$ cat config.mk
export PLATFORM = sky130hd
export DESIGN_NAME = pcie_tlp_tx_framer
export DESIGN_NICKNAME = d
export VERILOG_FILES = /design/src/rtl/pcie_tlp_tx_framer.sv
export SDC_FILE = /design/constraint.sdc
export NUM_CORES = 1
export LEC_CHECK = 0
export BUFFER_PORTS_ARGS = -buffer_cell sky130_fd_sc_hd__buf_4
export CAP_MARGIN = 20
export CELL_PAD_IN_SITES_DETAIL_PLACEMENT = 1
export CELL_PAD_IN_SITES_GLOBAL_PLACEMENT = 1
export CORE_AREA = 2 2 447 449
export DETAILED_ROUTE_END_ITERATION = 10
export DIE_AREA = 0 0 449 451
export GPL_TIMING_DRIVEN = 0
export PLACE_DENSITY = 0.51
export SLEW_MARGIN = 20
export SYNTH_ARGS = -nofsm -noshare
export SYNTH_HDL_FRONTEND = slang
export SYNTH_SLANG_ARGS = --single-unit
$ cat constraint.sdc
create_clock -name clk -period 40 [get_ports clk]
set_input_delay 8 -clock clk [delete_from_list [all_inputs] [get_ports clk]]
set_output_delay 8 -clock clk [all_outputs]
set_load 0.01 [all_outputs]
$ cat src/rtl/pcie_tlp_tx_framer.sv
// PCIe TLP transmit framer: accepts one decoded descriptor, emits a 3DW
// header plus optional payload as a 32-bit DW stream, and allocates
// request tags.
module pcie_tlp_tx_framer #(
  parameter int          MAX_PAYLOAD_DW = 32,
  parameter logic [15:0] REQ_ID         = 16'h0100
) (
  input  logic                        clk,
  input  logic                        rst_n,
  input  logic                        tlp_valid_i,
  output logic                        tlp_ready_o,
  input  logic [2:0]                  fmt_i,
  input  logic [4:0]                  type_i,
  input  logic [2:0]                  tc_i,
  input  logic [9:0]                  length_i,
  input  logic [15:0]                 requester_id_i,
  input  logic [15:0]                 completer_id_i,
  input  logic [7:0]                  cpl_tag_i,
  input  logic [31:0]                 addr_i,
  input  logic [32*MAX_PAYLOAD_DW-1:0] data_i,
  output logic [31:0]                 tx_data_o,
  output logic                        tx_valid_o,
  input  logic                        tx_ready_i,
  output logic                        tx_sop_o,
  output logic                        tx_eop_o,
  output logic                        err_unsup_o
);

  localparam int         IDX_W   = (MAX_PAYLOAD_DW > 1) ? $clog2(MAX_PAYLOAD_DW) : 1;
  localparam logic [9:0] MAX_LEN = 10'(MAX_PAYLOAD_DW);

  typedef enum logic [1:0] {IDLE, HDR, DATA} state_t;

  state_t                        state_q;
  logic [1:0]                    hdr_idx_q;
  logic [IDX_W-1:0]              dat_idx_q;
  logic [7:0]                    tag_q;
  logic [15:0]                   req_id_q;
  logic [31:0]                   tx_data_q;
  logic                          tx_valid_q, tx_sop_q, tx_eop_q, err_q;

  // Descriptor fields captured at accept (datapath, not reset).
  logic                          is_cpl_q, has_data_q;
  logic [9:0]                    len_q;
  logic [15:0]                   cid_q;
  logic [7:0]                    ctag_q, rtag_q;
  logic [31:0]                   addr_q;
  logic [32*MAX_PAYLOAD_DW-1:0]  data_q;

  logic                          is_req_d, is_cpl_d, supported_d, accept_d;
  logic [IDX_W-1:0]              dat_nxt_d;
  logic [9:0]                    dat_idx_ext_d, nxt_idx_ext_d;
  logic [31:0]                   dw0_d, dw1_d, dw2_d;

  assign tlp_ready_o = (state_q == IDLE);
  assign tx_data_o   = tx_data_q;
  assign tx_valid_o  = tx_valid_q;
  assign tx_sop_o    = tx_sop_q;
  assign tx_eop_o    = tx_eop_q;
  assign err_unsup_o = err_q;

  // Classify the incoming descriptor and build its first header DW.
  always_comb begin
    is_req_d    = 1'b0;
    is_cpl_d    = 1'b0;
    if (type_i == 5'b00000) begin
      if (fmt_i == 3'b000) is_req_d = (length_i != 10'd0);
      if (fmt_i == 3'b010) is_req_d = (length_i != 10'd0) && (length_i <= MAX_LEN);
    end else if (type_i == 5'b01010) begin
      if (fmt_i == 3'b000) is_cpl_d = 1'b1;
      if (fmt_i == 3'b010) is_cpl_d = (length_i != 10'd0) && (length_i <= MAX_LEN);
    end
    supported_d = is_req_d || is_cpl_d;
    accept_d    = tlp_valid_i && (state_q == IDLE) && supported_d;
    dw0_d       = {fmt_i, type_i, 1'b0, tc_i, 4'b0000, 2'b00, 2'b00, 2'b00, length_i};
  end

  // Header DW1/DW2 from captured fields; payload index bookkeeping.
  always_comb begin
    if (is_cpl_q) begin
      dw1_d = {cid_q, 3'b000, 1'b0, len_q, 2'b00};
      dw2_d = {req_id_q, ctag_q, 1'b0, addr_q[6:0]};
    end else begin
      dw1_d = {req_id_q, rtag_q, ((len_q > 10'd1) ? 4'hF : 4'h0), 4'hF};
      dw2_d = {addr_q[31:2], 2'b00};
    end
    dat_nxt_d     = dat_idx_q + 1'b1;
    dat_idx_ext_d = 10'(dat_idx_q);
    nxt_idx_ext_d = 10'(dat_nxt_d);
  end

  // Capture descriptor payload and fields so later input changes are ignored.
  always_ff @(posedge clk) begin
    if (accept_d) begin
      is_cpl_q   <= is_cpl_d;
      has_data_q <= fmt_i[1];
      len_q      <= length_i;
      cid_q      <= completer_id_i;
      ctag_q     <= cpl_tag_i;
      rtag_q     <= tag_q;
      addr_q     <= addr_i;
      data_q     <= data_i;
    end
  end

  // Framing FSM with registered stream outputs, tag counter and error pulse.
  always_ff @(posedge clk or posedge rst_n) begin
    if (rst_n) begin
      state_q    <= IDLE;
      hdr_idx_q  <= 2'd0;
      dat_idx_q  <= '0;
      tag_q      <= 8'd0;
      req_id_q   <= REQ_ID;
      tx_data_q  <= 32'd0;
      tx_valid_q <= 1'b0;
      tx_sop_q   <= 1'b0;
      tx_eop_q   <= 1'b0;
      err_q      <= 1'b0;
    end else begin
      err_q <= 1'b0;
      case (state_q)
        IDLE: begin
          if (tlp_valid_i) begin
            if (supported_d) begin
              state_q    <= HDR;
              hdr_idx_q  <= 2'd0;
              req_id_q   <= requester_id_i;
              tx_data_q  <= dw0_d;
              tx_valid_q <= 1'b1;
              tx_sop_q   <= 1'b1;
              tx_eop_q   <= 1'b0;
              if (is_req_d) tag_q <= tag_q + 8'd1;
            end else begin
              err_q <= 1'b1;
            end
          end
        end
        HDR: begin
          if (tx_ready_i) begin
            case (hdr_idx_q)
              2'd0: begin
                hdr_idx_q <= 2'd1;
                tx_data_q <= dw1_d;
                tx_sop_q  <= 1'b0;
              end
              2'd1: begin
                hdr_idx_q <= 2'd2;
                tx_data_q <= dw2_d;
                tx_eop_q  <= !has_data_q;
              end
              default: begin
                if (has_data_q) begin
                  state_q   <= DATA;
                  dat_idx_q <= '0;
                  tx_data_q <= data_q[31:0];
                  tx_eop_q  <= (len_q == 10'd1);
                end else begin
                  state_q    <= IDLE;
                  tx_valid_q <= 1'b0;
                  tx_eop_q   <= 1'b0;
                end
              end
            endcase
          end
        end
        DATA: begin
          if (tx_ready_i) begin
            if (dat_idx_ext_d == len_q - 10'd1) begin
              state_q    <= IDLE;
              tx_valid_q <= 1'b0;
              tx_eop_q   <= 1'b0;
            end else begin
              dat_idx_q <= dat_nxt_d;
              tx_data_q <= data_q[32*dat_nxt_d +: 32];
              tx_eop_q  <= (nxt_idx_ext_d == len_q - 10'd1);
            end
          end
        end
        default: begin
          state_q    <= IDLE;
          tx_valid_q <= 1'b0;
        end
      endcase
    end
  end

endmodule

==> flow_metrics.tcl <==
set metrics [dict create \
    synthDominantCellAreaShare_pct 72.1 \
    cts_root_buffer "clkbuf_16" \
    drt-total-wl_mm 220 \
    synthMuxAreaShare_pct 14.5 \
    synth_fp_nets 3469 \
    row_count 164 \
    hold_viol 0 \
    numCtsBuffers 143 \
    path_common_cell "buf_16" \
    syn-cell-area_sq_mm 0.0458 \
    layout-drive-gt1-share_pct 45.6 \
    rsz0062_at_grt "false" \
    cellPowerDensity_mw_per_mm2 59.0 \
    first_iter_violations 3080 \
    io_pins 1158 \
    yosysTopAreaCell "edfxtp_1" \
    fin_nets 4791 \
    synth_compound_area_share_pct 3.53 \
    setup_violations 0 \
    num_vias 29201 \
    yosys_warnings 0 \
    power_switching_uw 1230 \
    cts_max_level 4 \
    grt_pass1_vias 30690 \
    syn_inst 2340 \
    p_seq_share_pct 36.8 \
    synth.area.top_cells "edfxtp_1 72%, mux4_2 13%, dfrtp_1 3.7%" \
    clock.fmax_mhz 84.9 \
    drc 0 \
    cpPeakStageDelay_ps 640 \
    core_sq_mm 0.198 \
    overflow 0 \
    relSlewSlack_pct 20.7 \
    yosys_most_used_dff "edfxtp_1" \
    grt_pass1_wl_mm 283 \
    period_needed_ps 11790 \
    die-area_sq_mm 0.202 \
    routedWlPerCell_um 34.0 \
    ys_seq_area_share_pct 75.9 \
    finClkSkew_ps 48.0 \
    start_util_pct 23.1 \
    cts.sinks 1169 \
    rrSetupSlack_ps 35220 \
    tightest_slew_ps 1190 \
    drtAntennaViolNets 0 \
    area_growth_pct 37.9 \
    synth_edf_count 1100 \
    cp_top_family "buffers and inverters" \
    path_max_fanout 82 \
    post_cts_buffers 0 \
    cts_tree "done" \
    hp-class "reg -> reg" \
    leakage_uw 0.0223 \
    fp.dieH_um 451 \
    yosys.area_share.simple_pct 4.09 \
    synth_top_family_by_area "multiplexers" \
    antenna_found_initial 94 \
    end_kind "flip-flop" \
    fp.dieW_um 449 \
    synth.avg_cell_area_sq_um 19.6 \
    final-max-slew-violation-count 0 \
    path_clk_slew_ps 60 \
    via_per_inst 4.50 \
    synth_fa_ha_area_share_pct 0.218 \
    cts_hold_buf 0 \
    finalCritPeriodShare_pct 29.5 \
    power_frac_clock_pct 35.2 \
    synthTopCellsByCount "1,100 x edfxtp_1, 260 x mux4_2, 240 x nand2_1" \
    numPortBuffers 1157 \
    crit_arrival_ps 12240 \
    critPathLaunchType "input pin" \
    hold_slack_ps 468 \
    synthXorXnorAreaFrac_pct 0.489 \
    crit_chain "buf_4 -> or4_1 -> o211ai_1 -> nand2_1 -> nor3_2 -> clkbuf_8 -> buf_16 -> buf_16 -> buf_16 -> buf_16" \
    ys_seq_elements 1169 \
    power.share.switching_pct 32.9 \
    ys_async_sr_fraction_pct 5.90 \
    worst_path_max_delay_cell "or4_1" \
    postCtsResizedCells 0 \
    place_congestion 0.859 \
    status "completed" \
    drt_first_pass_iters 7 \
    clk_latency_ps 820 \
    grt_max_degree 95 \
    clockBufferDepth 3 \
    synth_cell_types 67 \
    path_class "in -> reg" \
    critPathBufInv 6 \
    fin_setup_tns_ps 0 \
    grt_use_total_pct 21.2 \
    synth.most_common_cell "edfxtp_1" \
    hpwl_mm 176 \
    power.internal_uw 2500 \
    combPwrFrac_pct 27.9 \
    irDropWorstVdd_v 0.0000430 \
    maxCapViolations 0 \
    worstPathRequired_ps 40450 \
]
==> power groups by stage <==
stage                     logic, uW  clock network (uW)  registers (uW)
after global placement         1060                   0            1400
after global routing           1110                1390            1370
final                          1040                1310            1370
after CTS                      1070                1350            1370
after floorplan                 507                   0            1400
after detailed placement       1070                   0            1400
==> worst reg2reg max path, delay by kind of cell (launching register included) <==
family | cells | cell delay, ps
adders and majority gates | 1 | 390
muxes | 1 | 480
AOI/OAI and AO/OA | 2 | 1120
and+or+nand+nor | 2 | 220
buffers and inverters | 3 | 1960
DFF | 1 | 440
==> through the flow <==
step	power, uW	setup slack, ps	util, %	cells	instance area, sq um
6_report	3730	28210	31.9	6483	63200
4_1_cts	3790	28180	31.8	6436	63100
3_5_place_dp	2470	27300	29.4	6173	58400
5_1_grt	3870	27910	31.9	6473	63200
2_1_floorplan	1910	15970	-	2340	45800
3_3_place_gp	2460	8280	29.2	6153	57800
==> state kept, by name, summed over array words and instances, names as in the netlist, 2 cells and up <==
name / cells
hdr_idx_q: 2
rtag_q: 8
cid_q: 16
dat_idx_q: 5
addr_q: 32
ctag_q: 8
tx_data_o: 32
state_q: 2
req_id_q: 16
data_q: 1024
tag_q: 8
len_q: 10
==> cells by family (layout without fill, tap and decap cells) <==
kind of cell | after synthesis | count (layout)
flops | 1169 | 1169
simple gates | 417 | 417
mux | 336 | 336
compound gates | 241 | 241
buf+inv | 145 | 1585
xor+xnor | 24 | 24
fa+ha+maj | 8 | 8
other cells | 0 | 47
==> path summary, 6_finish.rpt <==
| kind | from | endpoint | cells after the start |
|---|---|---|---|
| hold / removal | req_id_q[8] | req_id_q[8] | 2 |
| setup / recovery | length_i[0] | data_q[712] | 10 |
| min in group asynchronous | rst_n | tx_data_o[12] | 2 |
| setup reg to reg | dat_idx_q[1] | tx_data_o[1] | 9 |
| max in group asynchronous | rst_n | tx_data_o[9] | 3 |
| hold reg to reg | req_id_q[8] | req_id_q[8] | 2 |
==> layer usage <==
layer / wire (um) / GRT usage, % / up-vias
met4: 7040 / 8.25 / 30
met5: 183 / 0 / -
met1: 85400 / 25.5 / 15317
met3: 17400 / 6.64 / 297
li1: - / - / 12300
met2: 110000 / 35.3 / 1257
==> area by class of cell <==
class	instances	area (sq um)
flip-flops and latches	1169	34800
fillers	20692	135000
repair buffers	1177	9170
clock buffers	180	3750
diodes	47	118
clock inverters	83	956
plain buffers	128	581
multi-input cells	1026	10500
inverters	17	68.8
well taps	2656	3320
==> cells in the final DEF, fill, tap and decap left out, drive strengths merged, types with 14 or more instances in the layout <==
| cell | count |
|---|---|
| diode | 47 |
| a31oi | 17 |
| a211oi | 16 |
| clkinv | 63 |
| nor3 | 33 |
| dfrtp | 68 |
| edfxtp | 1100 |
| nand2 | 240 |
| o21ai | 30 |
| a21oi | 58 |
| o31ai | 22 |
| o211ai | 19 |
| nand3 | 29 |
| clkbuf | 247 |
| and3 | 26 |
| nor2 | 49 |
| mux2i | 69 |
| mux4 | 260 |
| o22ai | 36 |
| buf | 1238 |
| xnor2 | 14 |
| inv | 19 |
(Power assumes the default switching activity.)
